File: config.mk
export PLATFORM = sky130hd
export DESIGN_NAME = host_link
export DESIGN_NICKNAME = d
export VERILOG_FILES = /design/src/rtl/host_link_pkg.sv /design/src/rtl/host_link_wdog.sv /design/src/rtl/host_link.sv
export SDC_FILE = /design/constraint.sdc
export NUM_CORES = 1
export LEC_CHECK = 0
export BUFFER_PORTS_ARGS = -buffer_cell sky130_fd_sc_hd__buf_2
export CAP_MARGIN = 20
export CORE_AREA = 2 2 77 86
export CTS_CLUSTER_SIZE = 12
export DETAILED_ROUTE_END_ITERATION = 10
export DIE_AREA = 0 0 79 88
export PLACE_DENSITY = 0.77
export SLEW_MARGIN = 40
export SYNTH_ARGS = -nofsm -noshare
export SYNTH_HDL_FRONTEND = slang
export SYNTH_HIERARCHICAL = 1
export SYNTH_SLANG_ARGS = --single-unit
export TNS_END_PERCENT = 5
File: constraint.sdc
create_clock -name clk -period 6.9 [get_ports clk]
set_input_delay 1.38 -clock clk [delete_from_list [all_inputs] [get_ports clk]]
set_output_delay 1.38 -clock clk [all_outputs]
set_load 0.01 [all_outputs]
File: src/rtl/host_link_pkg.sv
// host_link_pkg: shared definitions for the host link block.
//   host_state_t : session sequencer states
//   HOST_AW      : default dmem address / length width
package host_link_pkg;

    localparam int HOST_AW = 8;

    typedef enum logic [2:0] {
        IDLE,
        LOAD,
        RUN,
        DUMP,
        FIN
    } host_state_t;

endpackage

File: src/rtl/host_link_wdog.sv
// host_wdog: RUN-phase cycle watchdog used by host_link when HOST_TIMEOUT_EN
// is defined.
//   clk, reset (async, active-low)
//   clr     : synchronous clear of the cycle count
//   en      : count this cycle
//   expired : high during the LIMIT-th enabled cycle since the last clear
module host_wdog #(
    parameter int unsigned LIMIT = 4096
) (
    input  logic clk,
    input  logic reset,
    input  logic clr,
    input  logic en,
    output logic expired
);

    localparam int unsigned CW = $clog2(LIMIT + 1);

    logic [CW-1:0] cnt;

    // Flagged combinationally on the final counted cycle so the owner can
    // leave its wait state on the same edge the limit is reached.
    assign expired = en && (cnt == CW'(LIMIT - 1));

    always_ff @(posedge clk or negedge reset) begin
        if (!reset) begin
            cnt <= '0;
        end else if (clr) begin
            cnt <= '0;
        end else if (en && !expired) begin
            cnt <= cnt + 1'b1;
        end
    end

endmodule

File: src/rtl/host_link.sv
// host_link: host-side session sequencer for a small processor core.
// A session loads bytes from an inbound stream into dmem, releases the core
// until it reports done, then streams a dmem window back out.
//   clk, reset (async, active-low)
//   start                         : session request (IDLE only)
//   load_base/len, dump_base/len  : dmem windows, latched on start
//   s_valid/s_data/s_ready        : inbound byte stream
//   m_valid/m_data/m_ready        : outbound byte stream
//   dm_we/dm_addr/dm_di/dm_dout   : dmem port, combinational read
//   core_reset / core_done        : core hold and done flag
//   busy, session_done, timed_out : status
// Optional build macro HOST_TIMEOUT_EN adds a RUN-phase watchdog limited by
// TIMEOUT_CYCLES; without it timed_out is tied low and RUN waits forever.
module host_link
    import host_link_pkg::*;
#(
    parameter int unsigned TIMEOUT_CYCLES = 4096,
    parameter int unsigned AW             = HOST_AW
) (
    input  logic          clk,
    input  logic          reset,
    input  logic          start,
    input  logic [AW-1:0] load_base,
    input  logic [AW-1:0] load_len,
    input  logic [AW-1:0] dump_base,
    input  logic [AW-1:0] dump_len,
    input  logic          s_valid,
    input  logic [7:0]    s_data,
    output logic          s_ready,
    output logic          m_valid,
    output logic [7:0]    m_data,
    input  logic          m_ready,
    output logic          dm_we,
    output logic [AW-1:0] dm_addr,
    output logic [7:0]    dm_di,
    input  logic [7:0]    dm_dout,
    output logic          core_reset,
    input  logic          core_done,
    output logic          busy,
    output logic          session_done,
    output logic          timed_out
);

    host_state_t   state, state_nxt;
    logic [AW-1:0] idx;
    logic          arm;
    logic [AW-1:0] load_base_r, load_len_r, dump_base_r, dump_len_r;
    logic          expired;
    logic          run_exit;

`ifdef HOST_TIMEOUT_EN
    logic timed_out_r;

    host_wdog #(.LIMIT(TIMEOUT_CYCLES)) u_wdog (
        .clk     (clk),
        .reset   (reset),
        .clr     (state != RUN),
        .en      (state == RUN),
        .expired (expired)
    );

    always_ff @(posedge clk or negedge reset) begin
        if (!reset) begin
            timed_out_r <= 1'b0;
        end else if (state == IDLE && start) begin
            timed_out_r <= 1'b0;
        end else if (state == RUN && expired) begin
            timed_out_r <= 1'b1;
        end
    end

    assign timed_out = timed_out_r;
`else
    assign expired   = 1'b0;
    assign timed_out = 1'b0;
`endif

    // The core reports done while its PC is zero, i.e. straight out of
    // reset; only a done that follows an observed not-done ends RUN.
    assign run_exit = (arm && core_done) || expired;

    always_comb begin
        state_nxt    = state;
        s_ready      = 1'b0;
        m_valid      = 1'b0;
        m_data       = '0;
        dm_we        = 1'b0;
        dm_addr      = '0;
        dm_di        = '0;
        core_reset   = 1'b1;
        busy         = 1'b1;
        session_done = 1'b0;

        case (state)
            IDLE: begin
                busy = 1'b0;
                if (start) begin
                    state_nxt = (load_len != '0) ? LOAD : RUN;
                end
            end
            LOAD: begin
                s_ready = 1'b1;
                dm_addr = load_base_r + idx;
                dm_di   = s_data;
                dm_we   = s_valid;
                if (s_valid && idx == load_len_r - 1'b1) begin
                    state_nxt = RUN;
                end
            end
            RUN: begin
                core_reset = 1'b0;
                if (run_exit) begin
                    state_nxt = (dump_len_r != '0) ? DUMP : FIN;
                end
            end
            DUMP: begin
                m_valid = 1'b1;
                dm_addr = dump_base_r + idx;
                m_data  = dm_dout;
                if (m_ready && idx == dump_len_r - 1'b1) begin
                    state_nxt = FIN;
                end
            end
            FIN: begin
                session_done = 1'b1;
                state_nxt    = IDLE;
            end
            default: begin
                state_nxt = IDLE;
            end
        endcase
    end

    always_ff @(posedge clk or negedge reset) begin
        if (!reset) begin
            state <= IDLE;
        end else begin
            state <= state_nxt;
        end
    end

    always_ff @(posedge clk or negedge reset) begin
        if (!reset) begin
            idx         <= '0;
            arm         <= 1'b0;
            load_base_r <= '0;
            load_len_r  <= '0;
            dump_base_r <= '0;
            dump_len_r  <= '0;
        end else begin
            case (state)
                IDLE: begin
                    if (start) begin
                        load_base_r <= load_base;
                        load_len_r  <= load_len;
                        dump_base_r <= dump_base;
                        dump_len_r  <= dump_len;
                        idx         <= '0;
                        arm         <= 1'b0;
                    end
                end
                LOAD: begin
                    if (s_valid) begin
                        idx <= idx + 1'b1;
                    end
                end
                RUN: begin
                    if (run_exit) begin
                        idx <= '0;
                        arm <= 1'b0;
                    end else if (!core_done) begin
                        arm <= 1'b1;
                    end
                end
                DUMP: begin
                    if (m_ready) begin
                        idx <= idx + 1'b1;
                    end
                end
                default: begin
                end
            endcase
        end
    end

endmodule

==> results of run 1 <==
## logic make-up (layout without fill, tap and decap cells)
family,count (synthesis),after routing,share of synthesized area
AND/OR/NAND/NOR,120,120,0.209
AO/OA/AOI/OAI,52,52,0.119
flip-flops,44,44,0.374
multiplexers,34,34,0.128
buffers and inverters,28,104,0.0404
XOR/XNOR,25,25,0.0745
adder cells (fa/ha/maj),12,12,0.0536
other,1,1,0.00128
## cells in the final DEF, fill, tap and decap left out, types with 3 or more instances in the layout
cell type,n
buf_2,82
dfrtp_1,44
nand2_1,37
mux2_2,29
nor2_1,21
o21ai_0,18
xnor2_1,14
and2_1,12
inv_1,11
xor2_1,11
ha_1,11
a21oi_1,8
and3_1,8
nand3_1,8
nor2b_1,7
nor3_1,6
o31ai_1,6
mux2i_1,5
clkbuf_8,5
nand2b_1,4
nor4_1,4
a31oi_1,4
o21a_1,3
## synth_stat cells (2+ instances only)
library cell,n,area share
a211oi_1,2,0.0051
xor2_1,11,0.033
a21oi_1,8,0.014
nand3_1,8,0.014
o21ai_0,18,0.031
a31oi_1,4,0.0085
buf_2,2,0.0034
clkbuf_1,12,0.015
nor2b_1,7,0.015
mux2i_1,5,0.017
nor4_1,4,0.0085
nor3_1,6,0.010
a21o_1,2,0.0051
and2_1,12,0.026
nor2_1,22,0.028
nand2b_1,4,0.0085
a22o_1,2,0.0060
mux2_2,29,0.11
o31ai_1,6,0.015
inv_1,11,0.014
ha_1,11,0.047
xnor2_1,14,0.042
or3_1,2,0.0043
and3_1,8,0.017
o21a_1,3,0.0077
nand2_1,37,0.047
dfrtp_1,44,0.37
nand4_1,2,0.0043
## state kept, by name, indices dropped and copies added, names as in the netlist
| name | count |
|---|---|
| load_len_r | 8 |
| idx | 8 |
| arm | 1 |
| state | 3 |
| dump_len_r | 8 |
| dump_base_r | 8 |
| load_base_r | 8 |
## how the worst min path moves through the flow
stage / to / slack, ns
final: dump_base_r[3]$_DFFE_PN0P_ / 0.51
after global routing: dump_base_r[3]$_DFFE_PN0P_ / 0.52
after CTS: dump_base_r[3]$_DFFE_PN0P_ / 0.52
after detailed placement: dump_base_r[3]$_DFFE_PN0P_ / 0.50
after global placement: dump_base_r[3]$_DFFE_PN0P_ / 0.50
after floorplan: load_base_r[7]$_DFFE_PN0P_ / 0.48
## where the power goes
part | internal [mW] | switching (mW) | leakage (nW)
clock network | 0.108 | 0.0913 | 0.0552
logic | 0.472 | 0.532 | 1.09
registers | 0.377 | 0.173 | 0.539
total | 0.957 | 0.796 | 1.69
## final cells by class
| type | instances | area, um2 |
|---|---|---|
| clock buffers | 6 | 72.6 |
| clock inverters | 2 | 35.0 |
| fillers | 559 | 2580 |
| inverters | 12 | 45.0 |
| multi-input cells | 244 | 1720 |
| flip-flops and latches | 44 | 1100 |
| well taps | 80 | 100 |
| repair buffers | 84 | 425 |
## critical path, delay by kind of cell, from the launching register on
kind	cells	cell delay, ns
AO/OA/AOI/OAI	4	0.88
XOR/XNOR	1	0.16
adder cells (fa/ha/maj)	1	0.22
buffers and inverters	2	0.37
flip-flops	1	0.56
AND/OR/NAND/NOR	6	1.11
## through the flow
| stage | util | cell area [um2] | total power, mW |
|---|---|---|---|
| 3_5_place_dp | 0.558 | 3390 | 1.55 |
| 3_3_place_gp | 0.558 | 3390 | 1.52 |
| 2_1_floorplan | - | 2940 | 1.28 |
| 5_1_grt | 0.576 | 3500 | 1.91 |
| 4_1_cts | 0.576 | 3500 | 1.76 |
| 6_report | 0.576 | 3500 | 1.75 |
## routing by layer
| layer | up-vias | wire length, um |
|---|---|---|
| met5 | - | 0 |
| met4 | 0 | 143 |
| met3 | 15 | 459 |
| met2 | 102 | 3420 |
| met1 | 1257 | 2910 |
| li1 | 1246 | - |
==> results_dict.tcl, run 1 <==
set metrics [dict create \
    status "finished, final reports clean" \
    reg2reg_slack_ns 4.37 \
    max_freq_ghz 0.200 \
    critPathCaptureType "primary output" \
    num_vias 2620 \
    drv_cap 0 \
    hold_ws_ns 0.514 \
    min_path_cells 1 \
    synthToLayoutAreaGrowth_pct 19.1 \
    rsz0062_at_grt "no" \
    ys_seq_elements 44 \
    tns_ns 0 \
    vias_per_cell 5.55 \
    synthesis.area_um2 2940 \
    worst_slack_ns 1.91 \
    die_area_um2 6950 \
    period_share 0.723 \
    grtUsageMet3 0.0381 \
    post_drt_wl_per_cell_um 14.7 \
    finalNonFillerCells 472 \
    diodes 0 \
    row_count 30 \
    grt_util_met2 0.365 \
    synth_edf_count 0 \
    pre_cts_ws_ns 2.28 \
    post_cts_resized 0 \
    cp_max_fo 11 \
    setup-violations-final 0 \
    fin_crit_ns 4.99 \
    crit_start "state[1]$_DFFE_PN0P_" \
    core-area_um2 6080 \
    async_flop_share 1.00 \
    die_w_um 79 \
    hp-start "dump_base_r[3]$_DFFE_PN0P_" \
    ys_seq_area_frac 0.374 \
    synth.distinct_cells 48 \
    cts_tree "yes" \
    cts_setup_buffers 0 \
    postRouteAntennaNets 0 \
    final_nets 457 \
    clkLatencyLatePin_ns 0.30 \
    rr_startpoint "state[0]$_DFFE_PN0P_" \
    dp_hpwl_um 5190 \
    grt_pass1_vias 2507 \
    cts-htree-levels 2 \
    r2r_cells 6 \
    met1_usage 0.257 \
    grt.busiest_layer "met2" \
    cp-start-kind "flip-flop" \
    ys.warnings.count 6 \
    cts_sinks 44 \
    first_pass_iters 4 \
    finalMaxSlewViolations 0 \
    hold_path.class "flip-flop to flip-flop" \
    synth_flop_cell "dfrtp_1" \
    drc 0 \
    portBuffers 83 \
    gp_congestion 0.910 \
    cp.arrival_ns 3.61 \
    hold_violations 0 \
    dpl.cell_count 464 \
    slowest_delay_ns 0.56 \
    slowest_stage "dfrtp_1" \
    syn-mean-instance-area_um2 9.30 \
    cts_made_buffers 5 \
    synthCells 316 \
    die_y_um 88 \
    cts_max_path_buffers 2 \
    skew_ns 0.00980 \
    grt_pass1_wl_um 11500 \
    vdd_drop_max_mv 0.307 \
    p_per_area_nw_per_um2 501 \
    critPathCapture "dm_addr[7]" \
    worst_slew_pin_slew_ns 0.684 \
    drive_gt1_frac 0.329 \
    slew_headroom 0.544 \
    critPathKind "flip-flop to primary output" \
    timing.rr.end "state[1]$_DFFE_PN0P_" \
    grt-ovfl-total 0 \
    antenna_found_initial 0 \
    ios 85 \
    total_leakage_power_nw 1.69 \
    grtUsageTotal 0.209 \
    path_clk_slew_ns 0.09 \
    grt_max_degree 45 \
    synth_nets 382 \
    drtIter0Drc 186 \
    ctsHoldBuffers 0 \
    cp.required_ns 5.52 \
    wirelength_um 6930 \
    cts-root-buf "clkbuf_8" \
    start_util 0.484 \
    crit_chain "nor2b_1 > nand2_2 > clkinv_1 > nand2_1 > nand2_1 > ha_1 > a21o_1 > a21oi_1 > nor2b_1 > o21a_1 > o41ai_1 > xnor2_1 > nor2_1 > buf_2" \
]
(Power assumes the default switching activity.)
==> run 2: changes to the inputs <==
clock period = 5.06 ns   (was 6.9 ns; I/O delays follow)
==> results_dict.tcl, run 2 (synthesized netlist as in run 1, its figures left out) <==
set metrics [dict create \
    status "finished, final reports clean" \
    multi_input_comb_area_um2 1720 \
    fillerInstances 569 \
    worst_slew_pin_slew_ns 0.692 \
    tns_ns 0 \
    p_total_mw 2.35 \
    core-area_um2 6080 \
    ios 85 \
    postRouteAntennaNets 0 \
    slew_headroom 0.538 \
    diodes 0 \
    hold_violations 0 \
    wirelength_um 6800 \
    final_cell_area_um2 3490 \
    post_dp_cell_area_um2 3390 \
    setup-violations-final 0 \
    slowest_stage "dfrtp_1" \
    drv_cap 0 \
    post_cts_resized 0 \
    synthToLayoutAreaGrowth_pct 18.7 \
    dpl.cell_count 464 \
    die_y_um 88 \
    start_util 0.484 \
    cts_made_buffers 5 \
    p_per_area_nw_per_um2 674 \
    grt_max_degree 45 \
    row_count 30 \
    critPathCaptureType "primary output" \
    grt-ovfl-total 0 \
    cts_max_path_buffers 2 \
    cts_sinks 44 \
    post_drt_wl_per_cell_um 14.4 \
    cp.required_ns 4.05 \
    finalNonFillerCells 471 \
    fin_crit_ns 4.69 \
    cts-root-buf "clkbuf_8" \
    drive_gt1_frac 0.330 \
    skew_ns 0.00896 \
    cts_tree "yes" \
    cp_max_fo 11 \
    critPathKind "flip-flop to primary output" \
    hold_path.class "flip-flop to flip-flop" \
    path_clk_slew_ns 0.08 \
    num_vias 2587 \
    final_common_cell "buf_2" \
    slowest_delay_ns 0.58 \
    portBuffers 83 \
    grt_pass1_vias 2544 \
    vdd_drop_max_mv 0.347 \
    die_area_um2 6950 \
    rsz0062_at_grt "no" \
    antenna_found_initial 0 \
    layout_common_cells "buf_2, dfrtp_1, nand2_1" \
    ctsHoldBuffers 0 \
    finalMaxSlewViolations 0 \
    period_share 0.926 \
    cp-start-kind "flip-flop" \
    drtIter0Drc 112 \
    final-seq-area_um2 1100 \
    grtUsageTotal 0.205 \
    max_freq_ghz 0.213 \
    grt_pass1_wl_um 11200 \
    cp.arrival_ns 3.67 \
    vias_per_cell 5.49 \
    crit_chain "nor2b_1 > nand2_2 > clkinv_1 > nand2_1 > nand2_1 > ha_1 > a21o_1 > a21oi_1 > nor2b_1 > o21a_1 > o41ai_1 > xnor2_1 > nor2_1 > buf_2" \
    dp_hpwl_um 5140 \
    die_w_um 79 \
    gp_congestion 0.910 \
    clkLatencyLatePin_ns 0.30 \
    drc 0 \
    final_nets 457 \
    cts-htree-levels 2 \
    first_pass_iters 4 \
    cts_setup_buffers 0 \
    total_leakage_power_nw 1.68 \
]
run 2: report_power, final:
part	switching (mW)	leakage (nW)	internal, mW
Combinational	0.720	1.09	0.645
Clock	0.119	0.0503	0.122
Sequential	0.232	0.539	0.514
Total	1.07	1.68	1.28
run 2: layout make-up:
class	instances	share of cell area
Inverter	12	0.0129
Tap cell	80	0.0287
Timing Repair Buffer	84	0.122
Clock buffer	7	0.0276
Sequential cell	44	0.315
Multi-Input combinational cell	244	0.494
run 2: path summary, 6_finish.rpt:
path | from | end | slack, ns | cells after the start
max | state[1]$_DFFE_PN0P_ | dm_addr[7] | 0.37 | 14
min | load_base_r[3]$_DFFE_PN0P_ | load_base_r[3]$_DFFE_PN0P_ | 0.51 | 1
max reg2reg | state[0]$_DFFE_PN0P_ | state[1]$_DFFE_PN0P_ | 2.58 | 6
min reg2reg | load_base_r[3]$_DFFE_PN0P_ | load_base_r[3]$_DFFE_PN0P_ | 0.51 | 1
max in group asynchronous | reset | idx[0]$_DFFE_PN0P_ | 3.96 | 1
min in group asynchronous | reset | load_base_r[2]$_DFFE_PN0P_ | 0.70 | 1
run 2: layer usage:
metal,vias up,track usage,wire [um]
li1,1243,-,-
met1,1229,0.242,2780
met2,102,0.368,3390
met3,13,0.0340,480
met4,0,0.0893,153
met5,-,0,0
run 2: critical path, delay by kind of cell, from the launching register on:
family          cells  cell delay, ns
simple gates        6            1.14
compound gates      4            0.87
flops               1            0.58
buf+inv             2            0.37
fa+ha+maj           1            0.23
xor+xnor            1            0.16
run 2: through the flow:
| step | setup WS, ns | util | hold WS (ns) |
|---|---|---|---|
| after detailed placement | 0.749 | 0.558 | 0.496 |
| after CTS | 0.392 | 0.574 | 0.516 |
| after global placement | 0.933 | 0.558 | 0.497 |
| after floorplan | 1.57 | - | 0.480 |
| final | 0.374 | 0.574 | 0.511 |
| after global routing | 0.0437 | 0.574 | 0.524 |
==> run 3: changes to the inputs <==
PLACE_DENSITY = 0.75   (was 0.77)
==> results_dict.tcl, run 3 (synthesized netlist as in run 1, its figures left out) <==
set metrics [dict create \
    slowest_delay_ns 0.55 \
    cts_made_buffers 5 \
    vias_per_cell 5.48 \
    gp_congestion 0.906 \
    max_freq_ghz 0.217 \
    dpl.cell_count 464 \
    cp_max_fo 11 \
    r2r_cells 6 \
    finalMaxSlewViolations 0 \
    grtUsageTotal 0.207 \
    diodes 0 \
    total_leakage_power_nw 1.68 \
    p_total_mw 2.36 \
    layout_common_cells "buf_2, dfrtp_1, nand2_1" \
    vdd_drop_max_mv 0.446 \
    drtIter0Drc 147 \
    cts_tree "yes" \
    finalNonFillerCells 472 \
    postRouteAntennaNets 0 \
    cp-start-kind "flip-flop" \
    post_cts_resized 0 \
    hold_path.class "flip-flop to flip-flop" \
    synthToLayoutAreaGrowth_pct 18.6 \
    post_drt_wl_per_cell_um 14.5 \
    row_count 30 \
    core-area_um2 6080 \
    drive_gt1_frac 0.329 \
    critPathCaptureType "primary output" \
    drv_cap 0 \
    num_vias 2587 \
    fin_crit_ns 4.62 \
    cp.required_ns 4.05 \
    die_w_um 79 \
    cts-root-buf "clkbuf_8" \
    hold_ws_ns 0.512 \
    grt_pass1_wl_um 11100 \
    tns_ns 0 \
    rsz0062_at_grt "no" \
    path_clk_slew_ns 0.09 \
    dp_hpwl_um 5160 \
    ctsHoldBuffers 0 \
    grt_max_degree 45 \
    die_y_um 88 \
    cts_sinks 44 \
    rr_startpoint "state[0]$_DFFE_PN0P_" \
    skew_ns 0.00996 \
    status "finished, final reports clean" \
    min_path_cells 1 \
    first_pass_iters 4 \
    start_util 0.484 \
    hp-start "dump_base_r[3]$_DFFE_PN0P_" \
    portBuffers 83 \
    ios 85 \
    final_common_cell "buf_2" \
    setup-violations-final 0 \
    antenna_found_initial 0 \
    cts_max_path_buffers 2 \
    crit_chain "nor2b_1 > nand2_2 > clkinv_1 > nand2_1 > nand2_1 > ha_1 > a21o_1 > a21oi_1 > nor2b_1 > o21a_1 > o41ai_1 > xnor2_1 > nor2_1 > buf_2" \
    final_nets 457 \
    drc 0 \
    slowest_stage "dfrtp_1" \
    worst_slew_pin_slew_ns 0.655 \
    cp.arrival_ns 3.60 \
    period_share 0.912 \
    clkLatencyLatePin_ns 0.30 \
    critPathKind "flip-flop to primary output" \
    grt_pass1_vias 2450 \
    die_area_um2 6950 \
    cts-htree-levels 2 \
    cts_setup_buffers 0 \
    wirelength_um 6830 \
    hold_violations 0 \
    crit_start "state[1]$_DFFE_PN0P_" \
    grt-ovfl-total 0 \
    slew_headroom 0.563 \
    p_per_area_nw_per_um2 676 \
]
==> run 3: cell count changes in the layout (fill, tap and decap cells not counted), sizes merged <==
cell and delta:
clkinvlp +1
==> run 3: layer usage <==
| layer | wire length (um) | part of all wire | track usage |
|---|---|---|---|
| met3 | 515 | 0.075 | 0.0423 |
| met1 | 2780 | 0.41 | 0.247 |
| met5 | 0 | 0 | 0 |
| met2 | 3390 | 0.50 | 0.375 |
| met4 | 140 | 0.021 | 0.0674 |
==> run 3: final timing paths <==
| check | endpoint | slack, ns |
|---|---|---|
| setup reg to reg | state[1]$_DFFE_PN0P_ | 2.56 |
| hold reg to reg | dump_base_r[3]$_DFFE_PN0P_ | 0.51 |
| max in group asynchronous | load_len_r[0]$_DFFE_PN0P_ | 3.98 |
| min in group asynchronous | load_base_r[2]$_DFFE_PN0P_ | 0.69 |
| hold / removal | dump_base_r[3]$_DFFE_PN0P_ | 0.51 |
| setup / recovery | dm_addr[7] | 0.44 |
==> run 3: cell type report <==
| class | instances | area [um2] |
|---|---|---|
| well taps | 80 | 100 |
| clock inverters | 1 | 7.51 |
| flip-flops and latches | 44 | 1100 |
| clock buffers | 7 | 86.3 |
| repair buffers | 84 | 425 |
| multi-input cells | 244 | 1720 |
| fillers | 548 | 2590 |
| inverters | 12 | 45.0 |
==> run 3: per-stage QoR <==
stage / instance area [um2] / util / worst slack (ns)
after floorplan: 2940 / - / 1.57
after global placement: 3390 / 0.558 / 0.946
after detailed placement: 3390 / 0.558 / 0.800
after CTS: 3490 / 0.574 / 0.467
after global routing: 3490 / 0.574 / 0.131
final: 3490 / 0.574 / 0.445
==> run 3: power by group <==
part	switching, mW	internal, mW	total [mW]
clock network	0.123	0.111	0.234
registers	0.232	0.514	0.747
logic	0.730	0.646	1.38
==> run 3: critical path: cells and delay by family (launching register included) <==
family	cells	cell delay (ns)
simple gates	6	1.09
compound gates	4	0.90
flops	1	0.55
buf+inv	2	0.37
fa+ha+maj	1	0.23
xor+xnor	1	0.16
